**src/rtl/hazard_stall_unit.sv**
```systemverilog
// hazard_stall_unit
//   Decides when EX-stage forwarding cannot supply an operand, so the pipeline
//   has to stall instead. It keeps a private scoreboard of the instructions in
//   EX and MEM, and drives these outputs:
//     - PC and IF/ID write enables
//     - the ID/EX bubble
//     - the IF/ID flush
//     - a whole-pipe freeze while data memory is slow
//   It also keeps stall statistics.
// Ports
//   clk_i, rst_i                clock, async active-high reset
//   ID_*_i                      decoded fields of the instruction in ID
//   ID_Flush_i                  taken branch in ID (discard IF instruction)
//   DMem_Ready_i                MEM-stage data access completes this cycle
//   PC_Write_o, IFID_Write_o    front-end enables
//   IFID_Flush_o                IF/ID loads a NOP
//   IDEX_Bubble_o               ID/EX loads a NOP
//   Pipe_Freeze_o               every pipeline register holds
//   LoadUse_Cnt_o               saturating count of load-use stall cycles
//   MemWait_Cnt_o               saturating count of memory-freeze cycles
//   Mem_Timeout_o               sticky flag: a memory wait reached MEM_TIMEOUT cycles
module hazard_stall_unit #(
    parameter int ADDR_W      = 5,
    parameter int CNT_W       = 16,
    parameter int MEM_TIMEOUT = 64
) (
    input  logic              clk_i,
    input  logic              rst_i,
    input  logic              ID_Valid_i,
    input  logic [ADDR_W-1:0] ID_RsAddr_i,
    input  logic [ADDR_W-1:0] ID_RtAddr_i,
    input  logic              ID_UseRs_i,
    input  logic              ID_UseRt_i,
    input  logic [ADDR_W-1:0] ID_WriteAddr_i,
    input  logic              ID_RegWrite_i,
    input  logic              ID_MemRead_i,
    input  logic              ID_MemWrite_i,
    input  logic              ID_Flush_i,
    input  logic              DMem_Ready_i,
    output logic              PC_Write_o,
    output logic              IFID_Write_o,
    output logic              IFID_Flush_o,
    output logic              IDEX_Bubble_o,
    output logic              Pipe_Freeze_o,
    output logic [CNT_W-1:0]  LoadUse_Cnt_o,
    output logic [CNT_W-1:0]  MemWait_Cnt_o,
    output logic              Mem_Timeout_o
);
    localparam int WAIT_W = $clog2(MEM_TIMEOUT + 1);

    typedef enum logic [1:0] {RUN, LU_STALL, MEM_WAIT} state_t;

    // Scoreboard: EX slot and MEM slot
    logic              ex_v_q, ex_rw_q, ex_mr_q, ex_mw_q;
    logic [ADDR_W-1:0] ex_wa_q;
    logic              mem_v_q, mem_rw_q, mem_memop_q;
    logic [ADDR_W-1:0] mem_wa_q;

    state_t            state_q, state_d;
    logic [CNT_W-1:0]  lu_cnt_q, lu_cnt_d, mw_cnt_q, mw_cnt_d;
    logic [WAIT_W-1:0] wait_q, wait_d;
    logic              tmo_q, tmo_d;

    logic lu, mwait;

    // Only a load in EX can create a hazard. Its data is not ready until the
    // end of MEM, so forwarding covers every other producer. x0 is excluded.
    assign lu = ex_v_q & ex_mr_q & (ex_wa_q != '0) & ID_Valid_i &
                ((ID_UseRs_i & (ID_RsAddr_i == ex_wa_q)) |
                 (ID_UseRt_i & (ID_RtAddr_i == ex_wa_q)));
    assign mwait = mem_v_q & mem_memop_q & ~DMem_Ready_i;

    // Priority: freeze > load-use > flush. A flush is dropped during a load-use
    // stall because the branch stays in ID and presents itself again.
    always_comb begin
        Pipe_Freeze_o = mwait;
        PC_Write_o    = ~mwait & ~lu;
        IFID_Write_o  = ~mwait & ~lu;
        IDEX_Bubble_o = ~mwait & lu;
        IFID_Flush_o  = ~mwait & ~lu & ID_Flush_i & ID_Valid_i;
    end

    always_comb begin
        state_d  = mwait ? MEM_WAIT : (lu ? LU_STALL : RUN);
        lu_cnt_d = lu_cnt_q;
        mw_cnt_d = mw_cnt_q;
        wait_d   = '0;
        if (state_d == LU_STALL && lu_cnt_q != '1) lu_cnt_d = lu_cnt_q + CNT_W'(1);
        if (state_d == MEM_WAIT && mw_cnt_q != '1) mw_cnt_d = mw_cnt_q + CNT_W'(1);
        // The wait counter saturates at the limit. The sticky flag latches on
        // the edge where the counter reaches the limit.
        if (mwait) wait_d = (wait_q == WAIT_W'(MEM_TIMEOUT)) ? wait_q : wait_q + WAIT_W'(1);
        tmo_d = tmo_q | (wait_d == WAIT_W'(MEM_TIMEOUT));
    end

    always_ff @(posedge clk_i or posedge rst_i) begin
        if (rst_i) begin
            ex_v_q      <= 1'b0;
            ex_rw_q     <= 1'b0;
            ex_mr_q     <= 1'b0;
            ex_mw_q     <= 1'b0;
            ex_wa_q     <= '0;
            mem_v_q     <= 1'b0;
            mem_rw_q    <= 1'b0;
            mem_memop_q <= 1'b0;
            mem_wa_q    <= '0;
        end else if (!mwait) begin
            mem_v_q     <= ex_v_q;
            mem_rw_q    <= ex_rw_q;
            mem_memop_q <= ex_mr_q | ex_mw_q;
            mem_wa_q    <= ex_wa_q;
            if (lu || !ID_Valid_i) begin
                ex_v_q  <= 1'b0;
                ex_rw_q <= 1'b0;
                ex_mr_q <= 1'b0;
                ex_mw_q <= 1'b0;
                ex_wa_q <= '0;
            end else begin
                ex_v_q  <= 1'b1;
                ex_rw_q <= ID_RegWrite_i;
                ex_mr_q <= ID_MemRead_i;
                ex_mw_q <= ID_MemWrite_i;
                ex_wa_q <= ID_WriteAddr_i;
            end
        end
    end

    always_ff @(posedge clk_i or posedge rst_i) begin
        if (rst_i) begin
            state_q  <= RUN;
            lu_cnt_q <= '0;
            mw_cnt_q <= '0;
            wait_q   <= '0;
            tmo_q    <= 1'b0;
        end else begin
            state_q  <= state_d;
            lu_cnt_q <= lu_cnt_d;
            mw_cnt_q <= mw_cnt_d;
            wait_q   <= wait_d;
            tmo_q    <= tmo_d;
        end
    end

    assign LoadUse_Cnt_o = lu_cnt_q;
    assign MemWait_Cnt_o = mw_cnt_q;
    assign Mem_Timeout_o = tmo_q;

    // Some fields are tracked only so the scoreboard fully mirrors EX and MEM,
    // and the registered state is kept only for reporting. None of these
    // drive an output.
    logic unused_sb;
    assign unused_sb = ^{mem_rw_q, mem_wa_q, state_q};
endmodule

```
**config.mk**
```make
export PLATFORM = sky130hd
export DESIGN_NAME = hazard_stall_unit
export DESIGN_NICKNAME = d
export VERILOG_FILES = /design/src/rtl/hazard_stall_unit.sv
export SDC_FILE = /design/constraint.sdc
export NUM_CORES = 1
export LEC_CHECK = 0
export ABC_AREA = 1
export BUFFER_PORTS_ARGS = -buffer_cell sky130_fd_sc_hd__buf_2
export CAP_MARGIN = 20
export CORE_MARGIN = 5
export CORE_UTILIZATION = 55
export CTS_CLUSTER_DIAMETER = 200
export CTS_CLUSTER_SIZE = 25
export DETAILED_ROUTE_END_ITERATION = 8
export HOLD_SLACK_MARGIN = 0.12
export PLACE_DENSITY = 0.86
export REMOVE_ABC_BUFFERS = 1
export SYNTH_ARGS = -nofsm -noshare
export SYNTH_HDL_FRONTEND = slang
export SYNTH_SLANG_ARGS = --single-unit
export TNS_END_PERCENT = 20
```
**constraint.sdc**
```tcl
create_clock -name clk_i -period 4.2 [get_ports clk_i]
set_clock_uncertainty 0.2 [all_clocks]
set_input_delay 0.21 -clock clk_i [delete_from_list [all_inputs] [get_ports clk_i]]
set_output_delay 0.21 -clock clk_i [all_outputs]
set_load 0.03 [all_outputs]
```
## Yosys cells after proc, flatten, opt, wreduce, memory -nomap -nowiden

Cells that the tools add are included.

| cells by class | value |
|---|---|
| add/subtract/negate cells | 3 |
| equality and inequality tests | 8 |
| muxes and demuxes | 8 |
| bitwise gates (word level) | 18 |
| reductions and logical operators | 5 |

Operator list:

| kind | number |
|---|---|
| $add A16 B1 Y16 const B | 2 |
| $ne A16 B16 Y1 const B | 2 |
| $eq A7 B7 Y1 const B | 2 |
| $mux W7 | 2 |
| $and A1 B1 Y1 | 12 |
| $eq A5 B5 Y1 | 2 |
| $add A7 B1 Y7 const B | 1 |
| $mux W5 | 1 |
| $reduce_bool A5 Y1 | 1 |
| $mux W1 | 4 |
| $not A1 Y1 | 3 |
| $or A1 B1 Y1 | 3 |
| $eq A2 B1 Y1 const B | 1 |
| $eq A2 B2 Y1 const B | 1 |
| $logic_and A1 B1 Y1 | 2 |
| $mux W2 | 1 |
| $logic_not A1 Y1 | 1 |
| $logic_or A1 B1 Y1 | 1 |

| storage, ports and cells | value |
|---|---|
| bits in registers | 50 |
| bits of input ports | 25 |
| output and inout port bits | 38 |
| logic and storage cells | 52 |

## Depth between registers and ports, before layout

| depth | value |
|---|---|
| depth after elaboration | 8 |
| depth in mapped cells | 11 |
| mapped depth without buffers | 11 |

## Least setup slack after synthesis

Ideal clock, no wire load.

| path | value |
|---|---|
| path type | flip-flop to output port |
| start point | reg ex_wa_q[3] |
| end point | out PC_Write_o |
| arrival time | 1572 ps |
| required time | 3790 ps |
| path slack | 2218 ps |
| cell stages (with the launch flop) | 7 |
| buffers on the path | 1 |
| path through | dfrtp_1 inv_1 nand3_1 o21bai_1 inv_1 a21oi_1 buf_4 |

| on the way | value |
|---|---|
| cells in the longest elaborated chain, start to end | 6 |
| elaborated cells between the ends (all ways) | 11 |
| classes of those cells | 2 x eq/ne; 8 x bitwise; 1 x reduce/logical |

Ends and longest elaborated chain:

| what | RTL line | RTL |
|---|---|---|
| from (decl) | 55 | `logic [ADDR_W-1:0] ex_wa_q;` |
| from (signal assigned) | 123 | `ex_wa_q <= ID_WriteAddr_i;` |
| $eq A5 B5 Y1, or another cell as far along | 69 | `((ID_UseRs_i & (ID_RsAddr_i == ex_wa_q)) \|` |
| $and A1 B1 Y1, on equally long branches | 69, 68, 70 |  |
| $or A1 B1 Y1 / $and A1 B1 Y1 (equally long branches) | 69, 68 |  |
| $and A1 B1 Y1 (*) | 68 | `assign lu = ex_v_q & ex_mr_q & (ex_wa_q != '0) & ID_Valid_i &` |
| $not A1 Y1 (*) | n/a |  |
| $and A1 B1 Y1 (*) | n/a |  |
| to (decl) | 40 | `output logic PC_Write_o,` |

Every way passes the cells marked *; elsewhere a longest branch is shown, timed or not.

## Final worst setup path

| path | value |
|---|---|
| start point | reg mem_v_q |
| end point | reg ex_wa_q[2] |

| on the way | value |
|---|---|
| cells in the longest elaborated chain, start to end | 2 |

Ends and longest elaborated chain:

| what | RTL line | RTL |
|---|---|---|
| from (decl) | 56 | `logic mem_v_q, mem_rw_q, mem_memop_q;` |
| from (signal assigned) | 108 | `mem_v_q <= ex_v_q;` |
| $and A1 B1 Y1 (2 in a row) | 71 | `assign mwait = mem_v_q & mem_memop_q & ~DMem_Ready_i;` |

No other way between the ends.
A chain may end at the register's enable or synchronous reset.

==> run metrics <==
status=completed; initial antenna violation count=0; die area=between 0.006 and 0.007 sq mm; register area share after synthesis=0.4284; FP Rows=26; CP Data Required Time=around 4200 ps; global-route wire length before repair=roughly 12000 microns; Iter 0 DRT Violations=between 100 and 150; crit path time final=3035 ps; Setup crit end kind=flip-flop; internal power=around 870 uW; Mapped Area=about 0.0029 sq mm; post-synthesis xor/xnor area fraction=0.08698; Skew-Pair Late Insertion Delay=300 ps; IO buf count=61; Slew Limit Fails=0; number of global-route vias before repair=between 2000 and 3000; Vias=roughly 2700; slowest library cell on the worst path=dlygate4sd3_1; crit path kind=flip-flop to flip-flop; share of total power in the clock network=0.329; I/O pins=63; Routed WL per cell=about 12 microns; share of layout cells above drive strength 1=0.1786; Pwr Density=between 300 and 400 mW/mm^2; combinational family with the most area after synthesis=simple AND/OR/NAND/NOR gates; clock slew at reported path FFs=90 ps; WHS Endpoint=wait_q[1]$_DFF_PP0_; n_diodes=0; Synthesis Warnings=0; fin util=0.7098; worst path bufs/invs=3; CP Launch Type=flip-flop; Reg2Reg Setup Slack=1160 ps; post-DP HPWL=between 4000 and 5000 microns; worst setup margin=~1200 ps; via/cell ratio=roughly 4.9; largest net degree at the start of global routing=51; Comb power frac=0.220; FF+latch count, synth=50; HP Class=input pin to flip-flop; post-synthesis mux area share=0; fill count=approximately 410; Area Growth Syn to Fin=24.94%; Resized cells post-CTS=0; H-tree levels=2; clock sinks=50; CP top delay family=buffers and inverters; RSZ-0062 raised after global routing=false; Initial Util=0.5682; R2R Path End=ex_wa_q[2]$_DFFE_PP0N_; Setup TNS=0 ps; RD Place Congestion=~0.9; Total Power=1258 uW; reg2reg path depth=7; complex-gate fraction of the synthesized area=0.01285; Largest stage delay, worst path=about 580 ps; Worst-Margin Slew=slightly above 700 ps; multi-input logic area=~0.0014 sq mm; Arrival @ worst endpoint=just over 3000 ps; Core ar.=between 0.005 and 0.006 sq mm; Lkg Pwr=0.002030 uW; final WL=6726 microns; mean post-synth cell area=roughly 7.3 sq um; postcts setup bufs=0; Root Driver=clkbuf_8; Peak VDD IR=about 340 uV; CTS tree=yes; maxcap violations=0; post-route ant nets=0; Pre-antenna DRT Iters=4; switching share of power=0.3059; Final Cycle Share=0.7227; die width=approximately 83 microns; Max Clk Rate=about 330 MHz; GR Overflow Total=0; drt drc=0; Post-Place Worst Slack=just over 2000 ps; synth unique cells=25; cells along the critical path=nand2_1 > nor2_2 > inv_1 > nand4_1 > dlygate4sd3_1 > nand2_1 > dlygate4sd3_1; RR Startpoint=mem_v_q$_DFFE_PP0N_; Register Area=between 0.001 and 0.0015 sq mm; max_slew headroom=0.5231; worst-case clock buffer depth=2; Die H=just over 80 microns; Net Switching=about 380 uW; Worst Hold Depth=4; final setup violation count=0; register share of total power=0.451; CP max FO=17; number of buffers created by CTS=5; Layout Nets=approximately 520; simple-gate share of the synthesized area=0.3706; Fin. Hold Viols=0; adder-cell share of the synthesized area=0.01714; Mapped Cells=around 400; Worst Hold Launch=DMem_Ready_i; gr usage total=0.2090; # hold bufs at CTS=23
[logic make-up (layout without fill, tap and decap cells)]
kind of cell	count (synthesis)	in the layout
buffers and inverters	57	143
adders and majority gates	4	4
DFF	50	50
and+or+nand+nor	254	254
AOI/OAI and AO/OA	7	7
xor gates and xnor gates	29	29
[final cells by class]
class / count / area share
clock inverter: 2 / 0.01646
tap: 70 / 0.02401
inverter: 50 / 0.05144
timing repair buffer: 85 / 0.1523
sequential: 50 / 0.3429
multi-input combinational: 294 / 0.3903
clock buffer: 6 / 0.02263
[per-stage QoR]
| step | hold slack, ps | area [sq um] | instances |
|---|---|---|---|
| after floorplan | 157.1 | 2863 | 394 |
| after global routing | 137.2 | 3649 | 557 |
| after CTS | 120.4 | 3628 | 556 |
| after detailed placement | 244.9 | 3256 | 525 |
| after global placement | 243.5 | 3256 | 525 |
| final | 125.0 | 3649 | 557 |
[synth_stat cells (all sizes together)]
library cell  count  area, sq um
xnor2            13        113.9
dfrtp            50         1251
nor3              9        50.05
nand3b            1        7.510
nand2           160        608.1
xor2             16        140.1
nand3            26        135.1
buf               6        53.79
o21bai            1        7.510
nor2             42        175.2
o21ai             5        25.02
nand4            16        106.4
clkbuf            1        3.750
inv              50        187.7
ha                4        50.05
a21oi             1        5.000
[power groups by stage]
stage / Combinational (uW) / Clock (uW) / Sequential [uW]
finish: 277 / 414 / 568
global route: 307 / 448 / 575
CTS: 274 / 424 / 567
detailed placement: 251 / 0 / 575
global placement: 246 / 0 / 575
floorplan: 119 / 0 / 629
[cell usage in the layout, fill, tap and decap left out, types with 2 or more instances in the layout]
master,instances
inv_1,44
bufinv_16,2
clkbuf_8,6
buf_2,61
nand3_1,25
inv_2,6
ha_1,4
nor3_1,8
xnor2_1,13
nor2_2,4
nand2_2,3
dfrtp_1,50
xor2_1,16
nand4_1,15
nand2_1,157
o21ai_0,5
dlygate4sd3_1,23
nor2_1,37
[routing by layer]
layer  up-vias  global-route usage  share of wire
li1       1403                   -              -
met1      1233              0.2513           0.43
met2        84              0.3695           0.50
met3        14             0.04950          0.053
met4         0             0.06241          0.018
met5         -                   0              0
[worst max-delay path by stage]
stage	slack, ps	start	end	cells after the start
2_1_floorplan	2110	ex_wa_q[3]$_DFFE_PP0N_	IFID_Write_o	5
3_3_place_gp	2080	mem_v_q$_DFFE_PP0N_	IDEX_Bubble_o	6
3_5_place_dp	2030	mem_v_q$_DFFE_PP0N_	IDEX_Bubble_o	6
4_1_cts	1190	mem_v_q$_DFFE_PP0N_	ex_wa_q[2]$_DFFE_PP0N_	7
5_1_grt	940	mem_v_q$_DFFE_PP0N_	ex_mr_q$_DFFE_PP0N_	7
6_report	1160	mem_v_q$_DFFE_PP0N_	ex_wa_q[2]$_DFFE_PP0N_	7
[worst reg2reg max path, delay by kind of cell, from the launching register on]
| family | cells | cell delay, ps |
|---|---|---|
| buffers and inverters | 3 | 1520 |
| and+or+nand+nor | 4 | 870 |
| DFF | 1 | 330 |
[registers in the layout (all words and copies together), names as in the netlist]
| signal | count |
|---|---|
| mem_memop_q | 1 |
| MemWait_Cnt_o | 16 |
| LoadUse_Cnt_o | 16 |
| mem_v_q | 1 |
| ex_v_q | 1 |
| ex_wa_q | 5 |
| Mem_Timeout_o | 1 |
| ex_mr_q | 1 |
| ex_mw_q | 1 |
| wait_q | 7 |
(Power assumes the default switching activity.)
